[src/rtl/unstriping_pkg.sv]
// rtl/unstriping_pkg.sv - shared types and helpers for the N-lane unstriper
// Contents:
//   state_t     : merge FSM states (IDLE = waiting for lane 0 alignment, RUN = merging)
//   MAX_LANES   : largest supported lane count
//   lane_idx_w  : bit width needed to hold a lane index
package unstriping_pkg;

    typedef enum logic {
        IDLE = 1'b0,
        RUN  = 1'b1
    } state_t;

    localparam int MAX_LANES = 8;

    // Width of a lane index; never less than one bit.
    function automatic int lane_idx_w(input int n_lanes);
        return (n_lanes > 1) ? $clog2(n_lanes) : 1;
    endfunction

endpackage

[src/rtl/unstriping_lane_fifo.sv]
// rtl/unstriping_lane_fifo.sv - per-lane elastic FIFO absorbing inter-lane skew
// Ports:
//   clk, reset        : clock, synchronous active-high reset (empties the FIFO)
//   push, push_data   : write request and word
//   pop               : read request (ignored while empty)
//   head              : word at the read pointer (valid when !empty)
//   full, empty       : occupancy flags
//   count             : occupancy, 0..DEPTH
module unstriping_lane_fifo #(
    parameter int WIDTH = 32,
    parameter int DEPTH = 4
) (
    input  logic                     clk,
    input  logic                     reset,
    input  logic                     push,
    input  logic [WIDTH-1:0]         push_data,
    input  logic                     pop,
    output logic [WIDTH-1:0]         head,
    output logic                     full,
    output logic                     empty,
    output logic [$clog2(DEPTH):0]   count
);

    localparam int AW = $clog2(DEPTH);

    logic [WIDTH-1:0] r_mem [DEPTH];
    logic [AW-1:0]    r_wr_ptr;
    logic [AW-1:0]    r_rd_ptr;
    logic [AW:0]      r_count;
    logic             w_do_push;
    logic             w_do_pop;

    assign full  = (r_count == (AW+1)'(DEPTH));
    assign empty = (r_count == '0);
    assign count = r_count;
    assign head  = r_mem[r_rd_ptr];

    // A pop in the same cycle frees the slot, so a full FIFO still accepts a push.
    assign w_do_pop  = pop && !empty;
    assign w_do_push = push && (!full || w_do_pop);

    always_ff @(posedge clk) begin
        if (w_do_push) begin
            r_mem[r_wr_ptr] <= push_data;
        end
    end

    // Pointers are power-of-two sized and wrap naturally.
    always_ff @(posedge clk) begin
        if (reset) begin
            r_wr_ptr <= '0;
            r_rd_ptr <= '0;
            r_count  <= '0;
        end else begin
            if (w_do_push) begin
                r_wr_ptr <= r_wr_ptr + 1'b1;
            end
            if (w_do_pop) begin
                r_rd_ptr <= r_rd_ptr + 1'b1;
            end
            case ({w_do_push, w_do_pop})
                2'b10:   r_count <= r_count + 1'b1;
                2'b01:   r_count <= r_count - 1'b1;
                default: r_count <= r_count;
            endcase
        end
    end

endmodule

[src/rtl/unstriping_nlane.sv]
// rtl/unstriping_nlane.sv - merges N striped lanes back into one round-robin word stream
// Optional feature macro: UNSTRIPE_WORD_CNT_EN (adds word_count output)
// Ports:
//   clk_2f      : single clock at the output word rate
//   reset       : synchronous active-high reset, flushes all lane FIFOs
//   valid_in    : per-lane word strobe
//   lane_data   : lane i word at [i*WIDTH +: WIDTH]
//   data_out    : merged word (registered, holds when not valid)
//   valid_out   : data_out carries a new word this cycle
//   lane_full   : per-lane FIFO full flag
//   overflow    : sticky, a word was dropped on a full lane
//   ovf_lane    : lane of the first drop
//   word_count  : (UNSTRIPE_WORD_CNT_EN only) number of valid_out cycles, wrapping
module unstriping_nlane
    import unstriping_pkg::*;
#(
    parameter int N_LANES = 2,
    parameter int WIDTH   = 32,
    parameter int DEPTH   = 4
) (
    input  logic                       clk_2f,
    input  logic                       reset,
    input  logic [N_LANES-1:0]         valid_in,
    input  logic [N_LANES*WIDTH-1:0]   lane_data,
    output logic [WIDTH-1:0]           data_out,
    output logic                       valid_out,
    output logic [N_LANES-1:0]         lane_full,
    output logic                       overflow,
    output logic [$clog2(N_LANES)-1:0] ovf_lane
`ifdef UNSTRIPE_WORD_CNT_EN
    ,
    output logic [31:0]                word_count
`endif
);

    localparam int LW = lane_idx_w(N_LANES);
    localparam int CW = $clog2(DEPTH) + 1;

    state_t           r_state;
    logic [LW-1:0]    r_rd_ptr;

    logic [WIDTH-1:0] w_head  [N_LANES];
    logic [CW-1:0]    w_count [N_LANES];
    logic [N_LANES-1:0] w_push;
    logic [N_LANES-1:0] w_pop;
    logic [N_LANES-1:0] w_full;
    logic [N_LANES-1:0] w_empty;
    logic [N_LANES-1:0] w_drop;
    logic             w_any_drop;
    logic [LW-1:0]    w_first_drop;
    logic             w_emit;

    for (genvar i = 0; i < N_LANES; i++) begin : g_lane
        // Until lane 0 delivers its first word the lanes are not aligned,
        // so other lanes' words are discarded.
        assign w_push[i]    = valid_in[i] && ((r_state == RUN) || (i == 0));
        assign w_pop[i]     = (r_state == RUN) && (r_rd_ptr == LW'(i)) && !w_empty[i];
        assign w_drop[i]    = w_push[i] && w_full[i] && !w_pop[i];
        assign lane_full[i] = (w_count[i] == CW'(DEPTH));

        unstriping_lane_fifo #(
            .WIDTH (WIDTH),
            .DEPTH (DEPTH)
        ) u_fifo (
            .clk       (clk_2f),
            .reset     (reset),
            .push      (w_push[i]),
            .push_data (lane_data[i*WIDTH +: WIDTH]),
            .pop       (w_pop[i]),
            .head      (w_head[i]),
            .full      (w_full[i]),
            .empty     (w_empty[i]),
            .count     (w_count[i])
        );
    end

    // Lowest-index drop wins when several lanes overflow together.
    always_comb begin
        w_any_drop   = |w_drop;
        w_first_drop = '0;
        for (int i = N_LANES - 1; i >= 0; i--) begin
            if (w_drop[i]) begin
                w_first_drop = LW'(i);
            end
        end
    end

    // Strict round-robin: stall on an empty lane rather than skipping it.
    assign w_emit = w_pop[r_rd_ptr];

    always_ff @(posedge clk_2f) begin
        if (reset) begin
            r_state   <= IDLE;
            r_rd_ptr  <= '0;
            data_out  <= '0;
            valid_out <= 1'b0;
            overflow  <= 1'b0;
            ovf_lane  <= '0;
        end else begin
            if ((r_state == IDLE) && valid_in[0]) begin
                r_state <= RUN;
            end

            valid_out <= w_emit;
            if (w_emit) begin
                data_out <= w_head[r_rd_ptr];
                r_rd_ptr <= (r_rd_ptr == LW'(N_LANES - 1)) ? '0 : r_rd_ptr + 1'b1;
            end

            if (w_any_drop) begin
                overflow <= 1'b1;
                if (!overflow) begin
                    ovf_lane <= w_first_drop;
                end
            end
        end
    end

`ifdef UNSTRIPE_WORD_CNT_EN
    logic [31:0] r_word_count;

    always_ff @(posedge clk_2f) begin
        if (reset) begin
            r_word_count <= '0;
        end else if (valid_out) begin
            r_word_count <= r_word_count + 32'd1;
        end
    end

    assign word_count = r_word_count;
`endif

endmodule
[config.mk]
export PLATFORM = sky130hd
export DESIGN_NAME = unstriping_nlane
export DESIGN_NICKNAME = d
export VERILOG_FILES = /design/src/rtl/unstriping_pkg.sv /design/src/rtl/unstriping_lane_fifo.sv /design/src/rtl/unstriping_nlane.sv
export SDC_FILE = /design/constraint.sdc
export NUM_CORES = 1
export LEC_CHECK = 0
export ABC_CLOCK_PERIOD_IN_PS = 2600
export CORE_UTILIZATION = 57
export DETAILED_ROUTE_END_ITERATION = 8
export PLACE_DENSITY = 0.89
export SETUP_SLACK_MARGIN = 0.2
export SYNTH_ARGS = -nofsm -noshare
export SYNTH_HDL_FRONTEND = slang
export SYNTH_SLANG_ARGS = --single-unit
export TNS_END_PERCENT = 20
[constraint.sdc]
create_clock -name clk_2f -period 2.6 [get_ports clk_2f]
set_clock_uncertainty 0.05 [all_clocks]
set_input_delay 0.26 -clock clk_2f [delete_from_list [all_inputs] [get_ports clk_2f]]
set_output_delay 0.26 -clock clk_2f [all_outputs]
set_load 0.1 [all_outputs]
Word level (Yosys, flattened, before mapping) --
Memory sizes are Yosys's and may differ from the RTL's. A register that Yosys moved wholly into a read port is not among the register bits. Index checks and enable logic that the tools add are counted.
Word-level totals: flip-flop bits (word level) 51, word-level logic and storage cells 81, bits in writable memories 256, memories kept 2
Memory list:
- g_lane[0].u_fifo.r_mem | words 4, width 32, rd ports 1, clocked after memory_dff 1, write ports 1, line unstriping_lane_fifo.sv:26 | logic [WIDTH-1:0] r_mem [DEPTH];
- g_lane[1].u_fifo.r_mem | words 4, width 32, rd ports 1, clocked after memory_dff 1, write ports 1, line unstriping_lane_fifo.sv:26
Cells by class: muxes and demuxes 18, reductions and logical operators 28, bitwise gates (word level) 4, equality and inequality tests 6, order comparisons 2, add/sub/neg operators 9
Operators by type and width (number):
- 2-to-1 mux 32 bit | 3
- logical AND 1 bit | 14
- case mux 3 bit (2 select lines) | 2
- 2-to-1 mux 1 bit | 9
- adder 2 x 1 -> 2 bit, second input constant | 4
- 2-to-1 mux 2 bit | 4
- adder 3 x 1 -> 3 bit, second input constant | 2
- equality test 3 bit, second input constant | 2
- logical NOT 1 bit | 6
- logical NOT 3 bit | 2
- subtractor 3 x 1 -> 3 bit, second input constant | 2
- equality test 2 x 1 -> 1 bit, second input constant | 2
- equality test 2 bit, second input constant | 2
- nonzero test 2 bit | 2
- inverter 1 bit | 3
- >= comparator 2 bit, second input constant | 1
- logical OR 1 bit | 2
- less-than comparator 1 x 2 -> 1 bit, second input constant | 1
- inverter 1 -> 2 bit | 1
- AND reduction 2 bit | 1
- OR reduction 2 bit | 1
- adder 1 bit, second input constant | 1

Depth between registers and ports, before layout --
Gate-level depths: netlist of the first run.
word-level depth 8, mapped depth 10, mapped depth without buffers 9

Hierarchy --
A second synthesis of the first run with hierarchy kept.
Second synthesis, totals: cells, all modules 621, area, all modules 12164.2 um^2
By module, submodules not included:
- unstriping_lane_fifo at g_lane[0].u_fifo | seq. area each 4023.9 um^2, times used 1, area an instance 5146.2 um^2, cells each 221
- unstriping_lane_fifo at g_lane[1].u_fifo | seq. area each 4023.9 um^2, times used 1, area an instance 5143.7 um^2, cells each 226
- unstriping_nlane | seq. area each 740.7 um^2, times used 1, area an instance 1874.3 um^2, cells each 174

Worst setup path after synthesis of the first run --
No wires, ideal clock.
kind reg2reg, start point reg r_rd_ptr, end point reg g_lane[0].u_fifo.r_count[2], clock period less this slack 2.268 ns, data arrival time 2.147 ns, data required time 2.479 ns, stages on the path, launching flop included 10, setup slack 0.332 ns, path through dfxtp_1 -> buf_2 -> nand2b_4 -> a21boi_1 -> inv_1 -> ha_1 -> fa_1 -> xnor2_1 -> or3_1 -> a21oi_1
On the way: cells in the longest elaborated chain, start to end 8
Ends and longest elaborated chain:
- start: declaration | line unstriping_nlane.sv:40 | logic [LW-1:0] r_rd_ptr;
- start signal: assignment | line unstriping_nlane.sv:107 | r_rd_ptr <= (r_rd_ptr == LW'(N_LANES - 1)) ? '0 : r_rd_ptr + 1'b1;
- inverter 1 bit * | line unstriping_nlane.sv:57 | assign w_pop[i] = (r_state == RUN) && (r_rd_ptr == LW'(i)) && !w_empty[i];
- logical AND 1 bit * (2 in series) | line unstriping_nlane.sv:57
- logical AND 1 bit * | line unstriping_lane_fifo.sv:39 | assign w_do_pop = pop && !empty;
- logical OR 1 bit | line unstriping_lane_fifo.sv:40 | assign w_do_push = push && (!full || w_do_pop);
- logical AND 1 bit | line unstriping_lane_fifo.sv:40
- equality test 2 x 1 -> 1 bit or equality test 2 bit (tied branches) | line unstriping_lane_fifo.sv:61 | case ({w_do_push, w_do_pop})
- case mux 3 bit (2 select lines) or nonzero test 2 bit (tied branches)
- end signal: assignment | line unstriping_lane_fifo.sv:62 | 2'b10: r_count <= r_count + 1'b1;
- end signal: assignment | line unstriping_lane_fifo.sv:63 | 2'b01: r_count <= r_count - 1'b1;
- end signal: assignment | line unstriping_lane_fifo.sv:64 | default: r_count <= r_count;
- end: declaration | line unstriping_lane_fifo.sv:29 | logic [AW:0] r_count;
Every way passes the cells marked *; elsewhere a longest branch is shown, timed or not. A chain may end at the register's enable or synchronous reset.

Worst setup path after layout of the first run --
start point reg g_lane[1].u_fifo.r_count[2], end point reg g_lane[1].u_fifo.r_count[2]
On the way: cells in the longest elaborated chain, start to end 8
Ends and longest elaborated chain:
- start: declaration | line unstriping_lane_fifo.sv:29
- start signal: assignment | line unstriping_lane_fifo.sv:62
- start signal: assignment | line unstriping_lane_fifo.sv:63
- start signal: assignment | line unstriping_lane_fifo.sv:64
- logical NOT 3 bit | line unstriping_lane_fifo.sv:34 | assign empty = (r_count == '0);
- logical NOT 1 bit | line unstriping_lane_fifo.sv:39, unstriping_nlane.sv:57
- logical AND 1 bit | line unstriping_nlane.sv:57
- logical AND 1 bit | line unstriping_lane_fifo.sv:39
- logical OR 1 bit | line unstriping_lane_fifo.sv:40
- logical AND 1 bit | line unstriping_lane_fifo.sv:40
- equality test 2 x 1 -> 1 bit or equality test 2 bit (tied branches) | line unstriping_lane_fifo.sv:61
- case mux 3 bit (2 select lines) or nonzero test 2 bit (tied branches)
Parallel ways exist; a longest one is shown, timed or not.

==> qor.log, run 1 <==
INFO  timing         grt_setup_unrepaired=no
INFO  power_and_ir_drop power_frac_clock=32.4%
INFO  clocking       cts_hold_buffers=0
INFO  hold_path      holdCritStartpoint=lane_data[6]
INFO  layout         layout.cells.most_common=sky130_fd_sc_hd__edfxtp_1
INFO  global_routing grtUsageTotal=24.0%
INFO  timing         finalMaxSlewViolations=0
INFO  hold_path      hold_path_class=in -> reg
INFO  timing         max-slew-margin-rel=53.0%
INFO  route          vias_per_cell=6.08
INFO  timing         timing.final.hold_violations=0
INFO  global_routing grt_max_degree=34
INFO  route          detail-route-antenna-nets=0
INFO  layout         fillers=1,168
INFO  floorplan      floorplan.die.width=146um
INFO  route          drt_first_pass_iters=5
INFO  timing         fmax=0.434GHz
INFO  power_and_ir_drop power-per-cell-area=913mW/mm2
INFO  place          placed_cells_incl_taps=1,019
INFO  worst_setup_path critPathKind=reg -> reg
INFO  synth          synth_top_cell_by_area=sky130_fd_sc_hd__edfxtp_1
INFO  route          drt-total-wl=25.0mm
INFO  global_routing grt_antenna_before_repair=1
INFO  power_and_ir_drop p_leak=0.00461uW
INFO  layout         insertedDiodeCount=0
INFO  global_routing via_count_of_the_first_global_routing_pass=6,833
INFO  floorplan      ios=105
INFO  timing         period_needed=2.31ns
INFO  power_and_ir_drop power.sequential.fraction=46.5%
INFO  clocking       cts.htree.levels=1
INFO  run            maxCapViolations=0
INFO  place          place.gp.congestion=0.756
INFO  floorplan      start_util=58.2%
INFO  layout         synthToLayoutAreaGrowth=19.6%
INFO  synth          post_synth_instance_area=0.0118mm2
INFO  clocking       clkTransAtPathRegs=0.06ns
INFO  global_routing globalRoute.totalOverflow=0
INFO  synth          synthDistinctLibCells=40
INFO  worst_setup_path critPathLaunchType=flip-flop
INFO  worst_setup_path critPathArrivalTime=2.72ns
INFO  synth          synth.yosys.warnings=0
INFO  synth          postSynth.topFlopCell=sky130_fd_sc_hd__edfxtp_1
INFO  synth          synth_top_cell_area_share=65.3%
INFO  clocking       ctsRootBufferMaster=sky130_fd_sc_hd__clkbuf_16
INFO  synth          synth.net_count=737
INFO  layout         layout.core_utilization=69.6%
INFO  clocking       cts_sinks=311
INFO  synth          synth.avg_cell_area=17.9um2
INFO  worst_setup_path timing.critical_path.fanout_max=4
INFO  run_status     outcome=completed
INFO  power_and_ir_drop pwr-share-comb=21.2%
INFO  worst_setup_path worst_setup_path_startpoint=g_lane[1].u_fifo.count[2]
INFO  layout         mostFrequentLayoutCells=sky130_fd_sc_hd__edfxtp_1, sky130_fd_sc_hd__mux2i_1, sky130_fd_sc_hd__clkdlybuf4s50_1
INFO  power_and_ir_drop internal-power=9010uW
INFO  timing         setup_tns=0ns
INFO  clocking       clock_path_buffers=3
INFO  global_routing grt_pass1_wl=38.8mm
INFO  layout         finalNetCount=860
INFO  floorplan      rows=52
INFO  synth          synth.area.top_cells=sky130_fd_sc_hd__edfxtp_1, sky130_fd_sc_hd__dfxtp_1, sky130_fd_sc_hd__mux2i_1
INFO  route          drc=0
INFO  layout         drive_above_1_share=16.2%
INFO  worst_setup_path required=3.01ns
INFO  place          detailed_place_hpwl=15.5mm
INFO  floorplan      die_height=146um
INFO  floorplan      fp.coreArea=0.0202mm2
INFO  floorplan      die-area=0.0212mm2
INFO  layout         final_area=0.0141mm2
INFO  synth          synthArstFlopShare=0%
INFO  place          area_post_placement=0.0131mm2
INFO  synth          postSynthCellCount=657
INFO  route          via_count=6,518
INFO  timing         final_setup_fails=0
INFO  layout         layoutNonFillerInstCount=1,072
INFO  power_and_ir_drop total_switching_power=3840uW
INFO  route          avgRoutedWirePerCell=23.3um
INFO  route          iter_0_drt_violations=618
INFO  synth          yosys_register_bits=311
INFO  timing         min_period_over_period=88.7%
INFO  worst_setup_path worstSetupEndpointType=flip-flop
INFO  power_and_ir_drop power.total=12,900uW
INFO  clocking       insertion_delay=0.55ns
INFO  timing         worstMarginPinSlew=0.704ns
INFO  worst_setup_path worstReg2RegStart=g_lane[1].u_fifo.count[2]
INFO  synth          synth_edf_count=256
INFO  synth          yosysSeqAreaShare=74.6%
INFO  clocking       tritoncts=built
INFO  place          port-buffer-count=104
INFO  power_and_ir_drop sw_frac_of_total=29.9%
INFO  clocking       cts_buffers=29
INFO  power_and_ir_drop irDropWorstVdd=0.000619V
power by group through the flow:
stage | clock [uW] | combinational [uW] | sequential (uW)
global placement | 0 | 2590 | 6040
finish | 4160 | 2720 | 5970
CTS | 4180 | 2720 | 5980
floorplan | 0 | 1180 | 6820
detailed placement | 0 | 2680 | 6080
global route | 4400 | 2840 | 6010
Yosys cell counts, types with 5 or more instances:
master and n:
sky130_fd_sc_hd__nor2_1 30, sky130_fd_sc_hd__clkbuf_1 10, sky130_fd_sc_hd__nand2_1 5, sky130_fd_sc_hd__dfxtp_1 55, sky130_fd_sc_hd__buf_4 6, sky130_fd_sc_hd__mux4_2 12
sky130_fd_sc_hd__and2_1 10, sky130_fd_sc_hd__a22oi_1 42, sky130_fd_sc_hd__a21oi_1 5, sky130_fd_sc_hd__buf_2 14, sky130_fd_sc_hd__edfxtp_1 256, sky130_fd_sc_hd__inv_1 11
sky130_fd_sc_hd__a22o_1 11, sky130_fd_sc_hd__a221oi_1 10, sky130_fd_sc_hd__ha_1 10, sky130_fd_sc_hd__xnor2_1 6, sky130_fd_sc_hd__mux2i_1 107, sky130_fd_sc_hd__a32o_1 21
final timing paths:
kind,endpoint,slack (ns),cells past startpoint
worst max register to register,g_lane[1].u_fifo.count[2],0.29,9
worst min register to register,data_out[16],0.43,1
worst max-delay path,g_lane[1].u_fifo.count[2],0.29,9
worst min-delay path,g_lane[0].u_fifo.r_mem[0][6],0.29,1
metal layers:
layer  global-route usage, %  share of wire, %
met1                    31.4                39
met2                    40.9                51
met3                    4.48               6.7
met4                    7.42               2.8
met5                       0                 0
sequential cells by signal, indices dropped and copies added, names as in the netlist, named ones only:
register / count
g_lane.u_fifo.r_mem: 256
g_lane.u_fifo.r_wr_ptr: 4
r_rd_ptr: 1
ovf_lane: 1
valid_out: 1
g_lane.u_fifo.r_rd_ptr: 4
overflow: 1
r_state: 1
g_lane.u_fifo.count: 6
data_out: 32
cell type report:
type | instances | area, um2 | area share [%]
inverters | 11 | 41.3 | 0.293
clock buffers | 39 | 813 | 5.77
clock inverters | 14 | 134 | 0.951
well taps | 270 | 338 | 2.40
multi-input cells | 298 | 2720 | 19.3
repair buffers | 129 | 1250 | 8.87
flip-flops and latches | 311 | 8790 | 62.4
critical path, stage by stage, from the launching register on:
cell and delay (ns):
sky130_fd_sc_hd__dfxtp_1 0.40, sky130_fd_sc_hd__nor3b_2 0.30, sky130_fd_sc_hd__a21oi_1 0.15, sky130_fd_sc_hd__inv_1 0.07, sky130_fd_sc_hd__ha_1 0.19, sky130_fd_sc_hd__inv_1 0.07
sky130_fd_sc_hd__fa_1 0.38, sky130_fd_sc_hd__xor2_1 0.16, sky130_fd_sc_hd__or3_1 0.32, sky130_fd_sc_hd__a21oi_1 0.14
metrics by stage:
step	hold WS, ns	worst slack, ns
after floorplan	0.309	0.332
after global placement	0.404	0.291
after detailed placement	0.413	0.170
after CTS	0.276	0.246
after global routing	0.283	0.205
final	0.287	0.294
cells by family (layout without fill, tap and decap cells):
| logic type | after synthesis | count (layout) | share of synthesized area, % |
|---|---|---|---|
| xor gates and xnor gates | 10 | 10 | 0.744 |
| adders and majority gates | 12 | 12 | 1.40 |
| and+or+nand+nor | 60 | 60 | 2.68 |
| DFF | 311 | 311 | 74.6 |
| buffers and inverters | 48 | 193 | 2.32 |
| muxes | 119 | 119 | 11.4 |
| AOI/OAI and AO/OA | 97 | 97 | 6.83 |
what timing repair did:
action                     4_1_cts  5_1_grt
hold endpoints to repair         0        0
buffers inserted                 0        0
gates resized for setup          0        1
setup endpoints to repair        0        1
No activity file was read; power rests on OpenSTA's default activity.
==> run 2: changes to the inputs <==
--- a/config.mk
+++ b/config.mk
@@ -6,6 +6,7 @@
 export NUM_CORES = 1
 export LEC_CHECK = 0
 export ABC_CLOCK_PERIOD_IN_PS = 2600
+export CORE_ASPECT_RATIO = 1.25
 export CORE_UTILIZATION = 57
 export DETAILED_ROUTE_END_ITERATION = 8
 export PLACE_DENSITY = 0.89
==> qor.log, run 2 (same netlist as run 1, synthesis figures left out) <==
INFO  route          drc=0
INFO  global_routing grtUsageTotal=23.3%
INFO  floorplan      floorplan.die.width=131um
INFO  timing         worstMarginPinSlew=0.664ns
INFO  layout         fillers=1,205
INFO  floorplan      die-area=0.0212mm2
INFO  worst_setup_path timing.critical_path.fanout_max=4
INFO  power_and_ir_drop power.sequential.fraction=46.7%
INFO  floorplan      start_util=58.4%
INFO  clocking       cts.htree.levels=1
INFO  timing         timing.final.hold_violations=0
INFO  route          iter_0_drt_violations=644
INFO  route          avgRoutedWirePerCell=22.9um
INFO  timing         fmax=0.419GHz
INFO  global_routing grt_antenna_before_repair=2
INFO  route          via_count=6,470
INFO  power_and_ir_drop sw_frac_of_total=29.7%
INFO  worst_setup_path crit_path_max_incr_delay=0.37ns
INFO  timing         grt_setup_unrepaired=no
INFO  route          drt-total-wl=24.5mm
INFO  hold_path      hold_path_class=in -> reg
INFO  layout         drive_above_1_share=16.5%
INFO  global_routing grt_pass1_wl=36.5mm
INFO  worst_setup_path register_to_register_setup_slack=0.21ns
INFO  floorplan      ios=105
INFO  worst_setup_path worstReg2RegEnd=g_lane[1].u_fifo.count[2]
INFO  layout         largest_reg_flops=256
INFO  run            maxCapViolations=0
INFO  route          vias_per_cell=6.06
INFO  power_and_ir_drop total_switching_power=3810uW
INFO  power_and_ir_drop internal-power=9010uW
INFO  power_and_ir_drop pwr-share-comb=21.2%
INFO  timing         period_needed=2.39ns
INFO  floorplan      fp.coreArea=0.0202mm2
INFO  layout         layoutNonFillerInstCount=1,068
INFO  worst_setup_path critPathSlowestCell=sky130_fd_sc_hd__fa_1
INFO  power_and_ir_drop irDropWorstVdd=0.000503V
INFO  route          drt_first_pass_iters=5
INFO  worst_setup_path worstReg2RegStart=g_lane[1].u_fifo.count[0]
INFO  place          detailed_place_hpwl=14.7mm
INFO  global_routing globalRoute.totalOverflow=0
INFO  clocking       post_cts.repair.setup_buffers=0
INFO  global_routing via_count_of_the_first_global_routing_pass=6,523
INFO  place          port-buffer-count=104
INFO  layout         register_with_the_most_flip_flops=g_lane.u_fifo.r_mem
INFO  run_status     outcome=completed
INFO  global_routing grt_max_degree=43
INFO  route          detail-route-antenna-nets=0
INFO  clocking       clock_path_buffers=3
INFO  place          place.gp.congestion=0.781
INFO  clocking       tritoncts=built
INFO  clocking       cts_buffers=27
INFO  layout         mostFrequentLayoutCells=sky130_fd_sc_hd__edfxtp_1, sky130_fd_sc_hd__mux2i_1, sky130_fd_sc_hd__clkdlybuf4s50_1
INFO  worst_setup_path required=2.98ns
INFO  layout         synthToLayoutAreaGrowth=19.7%
INFO  worst_setup_path critPathArrivalTime=2.77ns
INFO  worst_setup_path timing.critical_path.cells=nor3b_2 > buf_4 > a21oi_1 > inv_1 > ha_4 > inv_1 > fa_1 > xor2_1 > or3_1 > a21oi_1
INFO  layout         finalNetCount=856
INFO  worst_setup_path critPathKind=reg -> reg
INFO  clocking       ctsRootBufferMaster=sky130_fd_sc_hd__clkbuf_16
INFO  worst_setup_path critPathLaunchType=flip-flop
INFO  worst_setup_path worst-r2r-cell-count=10
INFO  timing         min_period_over_period=91.8%
INFO  worst_setup_path worst_setup_path_endpoint=g_lane[1].u_fifo.count[2]
INFO  clocking       insertion_delay=0.53ns
INFO  timing         setup_tns=0ns
INFO  worst_setup_path worstSetupEndpointType=flip-flop
INFO  layout         layout.cells.most_common=sky130_fd_sc_hd__edfxtp_1
INFO  place          placed_cells_incl_taps=1,017
INFO  floorplan      rows=58
INFO  power_and_ir_drop power_frac_clock=32.1%
INFO  floorplan      die_height=163um
INFO  timing         final_setup_fails=0
INFO  timing         finalMaxSlewViolations=0
INFO  clocking       cts_sinks=311
INFO  clocking       clkTransAtPathRegs=0.07ns
INFO  timing         max-slew-margin-rel=55.7%
INFO  worst_setup_path worst_setup_path_startpoint=g_lane[1].u_fifo.count[0]
INFO  power_and_ir_drop power-per-cell-area=909mW/mm2
INFO  power_and_ir_drop p_leak=0.00460uW
INFO  hold_path      holdCritStartpoint=lane_data[13]
-- run 2: area by class of cell --
class                      instances  area [um2]  area share, %
antenna                            2        5.00         0.0355
inverter                          11        41.3          0.293
clock inverter                    11         126          0.896
timing repair buffer             127        1250           8.87
multi-input combinational        298        2730           19.4
sequential                       311        8800           62.4
tap                              270         338           2.40
clock buffer                      38         808           5.73
-- run 2: what timing repair did --
item | in CTS | in global routing
gates resized for setup | 0 | 8
setup endpoints to repair | 0 | 1
hold buffers | 0 | 0
-- run 2: worst min-delay path by stage --
stage	to	slack, ns	cells after the start
floorplan	g_lane[0].u_fifo.r_mem[0][0]	0.31	0
global placement	data_out[19]	0.40	1
detailed placement	data_out[18]	0.41	1
CTS	g_lane[1].u_fifo.r_mem[0][6]	0.29	1
global route	g_lane[0].u_fifo.r_mem[0][9]	0.30	1
finish	g_lane[0].u_fifo.r_mem[0][13]	0.31	1
-- run 2: power groups by stage --
stage | logic, uW | clock network (uW) | registers (uW)
2_1_floorplan | 1180 | 0 | 6820
3_3_place_gp | 2590 | 0 | 6040
3_5_place_dp | 2670 | 0 | 6080
4_1_cts | 2700 | 4160 | 5980
5_1_grt | 2840 | 4330 | 6010
6_report | 2720 | 4120 | 5980
-- run 2: metal layers --
metal  track usage [%]  wire length (um)
met4              9.87               970
met2              38.4             12400
met1              31.0              9500
met5                 0                 0
met3              3.35              1620
-- run 2: metrics by stage --
stage / hold slack, ns / area (um2) / total power (uW) / setup slack [ns] / util (%)
after floorplan: 0.309 / 11800 / 7990 / 0.332 / -
after global placement: 0.404 / 13100 / 8640 / 0.278 / 65.1
after detailed placement: 0.413 / 13100 / 8750 / 0.227 / 65.1
after CTS: 0.294 / 14100 / 12800 / 0.224 / 69.7
after global routing: 0.302 / 14100 / 13200 / 0.151 / 69.9
final: 0.309 / 14100 / 12800 / 0.214 / 69.9
-- run 2: worst max-delay path, delay by kind of cell, from the launching register on --
family                   cells  cell delay [ns]
AO/OA/AOI/OAI                2             0.32
buffers and inverters        3             0.32
flip-flops                   1             0.36
AND/OR/NAND/NOR              2             0.55
XOR/XNOR                     1             0.17
adder cells (fa/ha/maj)      2             0.52
==> run 3: changes to the inputs <==
--- a/config.mk
+++ b/config.mk
@@ -5,11 +5,12 @@
 export SDC_FILE = /design/constraint.sdc
 export NUM_CORES = 1
 export LEC_CHECK = 0
-export ABC_CLOCK_PERIOD_IN_PS = 2600
+export ABC_CLOCK_PERIOD_IN_PS = 2000
 export CORE_ASPECT_RATIO = 1.25
-export CORE_UTILIZATION = 57
+export CORE_UTILIZATION = 52
+export CTS_CLUSTER_SIZE = 28
 export DETAILED_ROUTE_END_ITERATION = 8
-export PLACE_DENSITY = 0.89
+export PLACE_DENSITY = 0.86
 export SETUP_SLACK_MARGIN = 0.2
 export SYNTH_ARGS = -nofsm -noshare
 export SYNTH_HDL_FRONTEND = slang
==> constraint.sdc (replaced) <==
create_clock -name clk_2f -period 2 [get_ports clk_2f]
set_clock_uncertainty 0.05 [all_clocks]
set_input_delay 0.2 -clock clk_2f [delete_from_list [all_inputs] [get_ports clk_2f]]
set_output_delay 0.2 -clock clk_2f [all_outputs]
set_load 0.1 [all_outputs]
==> qor.log, run 3 (same netlist as run 1, synthesis figures left out) <==
INFO  run_status     outcome=complete, but fails checks
INFO  run_status     violations=negative setup slack
INFO  worst_setup_path required=2.42ns
INFO  timing         final_setup_fails=25
INFO  global_routing via_count_of_the_first_global_routing_pass=6,501
INFO  worst_setup_path critPathLaunchType=flip-flop
INFO  floorplan      fp.coreArea=0.0222mm2
INFO  power_and_ir_drop irDropWorstVdd=0.000914V
INFO  clocking       ctsRootBufferMaster=sky130_fd_sc_hd__clkbuf_16
INFO  layout         largest_reg_flops=256
INFO  hold_path      hold_depth=1
INFO  global_routing grt_pass1_wl=38.7mm
INFO  place          area_post_placement=0.0135mm2
INFO  clocking       insertion_delay=0.53ns
INFO  hold_path      hold_path_class=in -> reg
INFO  floorplan      ios=105
INFO  route          vias_per_cell=6.04
INFO  power_and_ir_drop power.sequential.fraction=45.0%
INFO  power_and_ir_drop power.total=17,200uW
INFO  worst_setup_path worstSetupEndpointType=flip-flop
INFO  run            maxCapViolations=0
INFO  power_and_ir_drop p_leak=0.00491uW
INFO  worst_setup_path timing.critical_path.cells=buf_6 > o311a_4 > buf_8 > buf_6 > nor3_4 > buf_12 > buf_4 > buf_12 > a32o_2
INFO  timing         min_period_over_period=103%
INFO  global_routing globalRoute.totalOverflow=0
INFO  worst_setup_path crit_family=buffers and inverters
INFO  worst_setup_path critPathKind=reg -> reg
INFO  layout         layout.cells.most_common=sky130_fd_sc_hd__edfxtp_1
INFO  route          drt_first_pass_iters=5
INFO  power_and_ir_drop power-per-cell-area=1170mW/mm2
INFO  hold_path      holdCritStartpoint=lane_data[36]
INFO  route          drt-total-wl=28.2mm
INFO  layout         layout.core_utilization=66.4%
INFO  clocking       clkTransAtPathRegs=0.07ns
INFO  route          avgRoutedWirePerCell=25.1um
INFO  timing         finalMaxSlewViolations=0
INFO  route          detail-route-antenna-nets=0
INFO  worst_setup_path critPathArrivalTime=2.48ns
INFO  place          port-buffer-count=104
INFO  layout         drive_above_1_share=22.1%
INFO  global_routing grt_max_degree=44
INFO  clocking       cts.htree.levels=1
INFO  clocking       cts_buffers=26
INFO  place          detailed_place_hpwl=14.8mm
INFO  global_routing grt_antenna_before_repair=2
INFO  timing         grt_setup_unrepaired=yes
INFO  route          drc=0
INFO  floorplan      start_util=53.0%
INFO  route          via_count=6,774
INFO  global_routing grtUsageTotal=22.6%
INFO  place          place.gp.congestion=0.761
INFO  power_and_ir_drop pwr-share-comb=24.3%
INFO  timing         worstMarginPinSlew=0.513ns
INFO  floorplan      die_height=170um
INFO  floorplan      rows=61
INFO  power_and_ir_drop internal-power=12,100uW
INFO  timing         max-slew-margin-rel=65.8%
INFO  layout         final_area=0.0148mm2
INFO  layout         finalNetCount=896
INFO  worst_setup_path register_to_register_setup_slack=-0.05ns
INFO  worst_setup_path critPathSlowestCell=sky130_fd_sc_hd__o311a_4
INFO  timing         period_needed=2.05ns
INFO  power_and_ir_drop sw_frac_of_total=29.9%
INFO  timing         fmax=0.488GHz
INFO  timing         finalWorstSetupSlack=-0.0510ns
INFO  power_and_ir_drop power_frac_clock=30.8%
INFO  place          worst_setup_slack_before_clock_tree_synthesis=-0.171ns
INFO  clocking       tritoncts=built
INFO  layout         synthToLayoutAreaGrowth=25.3%
INFO  route          iter_0_drt_violations=795
INFO  layout         mostFrequentLayoutCells=sky130_fd_sc_hd__edfxtp_1, sky130_fd_sc_hd__mux2i_1, sky130_fd_sc_hd__clkdlybuf4s50_1
INFO  worst_setup_path crit_path_max_incr_delay=0.39ns
INFO  worst_setup_path timing.critical_path.fanout_max=8
INFO  layout         fillers=1,296
INFO  worst_setup_path worstReg2RegStart=g_lane[1].u_fifo.count[0]
INFO  clocking       clock_path_buffers=3
INFO  worst_setup_path timing.critical_path.buf_inv=6
INFO  worst_setup_path worstReg2RegEnd=data_out[19]
INFO  clocking       cts_sinks=311
INFO  layout         register_with_the_most_flip_flops=g_lane.u_fifo.r_mem
INFO  power_and_ir_drop total_switching_power=5150uW
INFO  timing         timing.final.hold_violations=0
INFO  floorplan      die-area=0.0233mm2
INFO  hold_path      min_to=g_lane[1].u_fifo.r_mem[1][4]
INFO  floorplan      floorplan.die.width=137um
INFO  worst_setup_path worst-r2r-cell-count=9
[run 3: cell types whose count changed in the layout (fill, tap and decap cells not counted), moves of 3 or more]
cell	previous run	this run
sky130_fd_sc_hd__dfxtp_1	50	47
sky130_fd_sc_hd__buf_16	0	3
sky130_fd_sc_hd__buf_12	10	22
sky130_fd_sc_hd__and2_4	0	3
sky130_fd_sc_hd__clkbuf_1	3	8
sky130_fd_sc_hd__clkinvlp_4	3	0
sky130_fd_sc_hd__and2_2	0	4
sky130_fd_sc_hd__clkbuf_8	7	3
sky130_fd_sc_hd__buf_4	49	65
sky130_fd_sc_hd__dfxtp_2	4	7
sky130_fd_sc_hd__and2_1	10	3
sky130_fd_sc_hd__buf_6	1	6
[run 3: area by class of cell]
| type | instances | area, um2 | area share [%] |
|---|---|---|---|
| tap | 283 | 354 | 2.40 |
| multi-input combinational | 298 | 2790 | 18.9 |
| antenna | 2 | 5.00 | 0.0339 |
| clock inverter | 11 | 168 | 1.14 |
| clock buffer | 37 | 722 | 4.89 |
| sequential | 311 | 8800 | 59.6 |
| timing repair buffer | 168 | 1880 | 12.7 |
| inverter | 11 | 41.3 | 0.280 |
[run 3: how the worst max path moves through the flow]
stage,startpoint,end,slack [ns],cells past startpoint
final,g_lane[1].u_fifo.count[0],data_out[19],-0.05,9
after global routing,g_lane[1].u_fifo.count[0],data_out[19],-0.07,9
after CTS,g_lane[0].u_fifo.count[2],g_lane[0].u_fifo.count[2],0.04,9
after detailed placement,valid_in[1],g_lane[1].u_fifo.count[2],-0.17,10
after global placement,valid_in[0],g_lane[0].u_fifo.count[2],-0.14,8
after floorplan,r_rd_ptr,g_lane[0].u_fifo.r_mem[2][0],-0.11,4
[run 3: worst register-to-register path: stages (launching register included)]
cell	delay (ns)
sky130_fd_sc_hd__dfxtp_2	0.34
sky130_fd_sc_hd__buf_6	0.12
sky130_fd_sc_hd__o311a_4	0.39
sky130_fd_sc_hd__buf_8	0.14
sky130_fd_sc_hd__buf_6	0.12
sky130_fd_sc_hd__nor3_4	0.25
sky130_fd_sc_hd__buf_12	0.15
sky130_fd_sc_hd__buf_4	0.12
sky130_fd_sc_hd__buf_12	0.13
sky130_fd_sc_hd__a32o_2	0.17
[run 3: what timing repair did]
item	4_1_cts	5_1_grt
endpoints found under the setup margin	27	166
pin swaps	11	7
hold buffers	0	0
gates cloned	5	2
setup buffers	9	3
resized for setup	18	15
[run 3: power groups by stage]
stage | clock network (uW) | logic (uW) | registers (uW)
floorplan | 0 | 1540 | 8860
global placement | 0 | 3700 | 7820
detailed placement | 0 | 3780 | 7840
CTS | 5260 | 4050 | 7710
global route | 5530 | 4330 | 7770
finish | 5290 | 4170 | 7740
[run 3: per-layer routing]
layer	vias to the layer above	GRT usage [%]	routed length [um]
met3	72	3.40	2170
met5	-	0	0
li1	2927	-	-
met4	0	9.18	1070
met2	379	38.6	14600
met1	3396	28.7	10300
[run 3: stage by stage]
| stage | hold WS [ns] | setup TNS (ns) | instances |
|---|---|---|---|
| 2_1_floorplan | 0.249 | -3.56 | 657 |
| 3_3_place_gp | 0.401 | -0.248 | 1052 |
| 3_5_place_dp | 0.405 | -0.334 | 1052 |
| 4_1_cts | 0.233 | 0 | 1114 |
| 5_1_grt | 0.241 | -1.42 | 1121 |
| 6_report | 0.250 | -0.461 | 1121 |
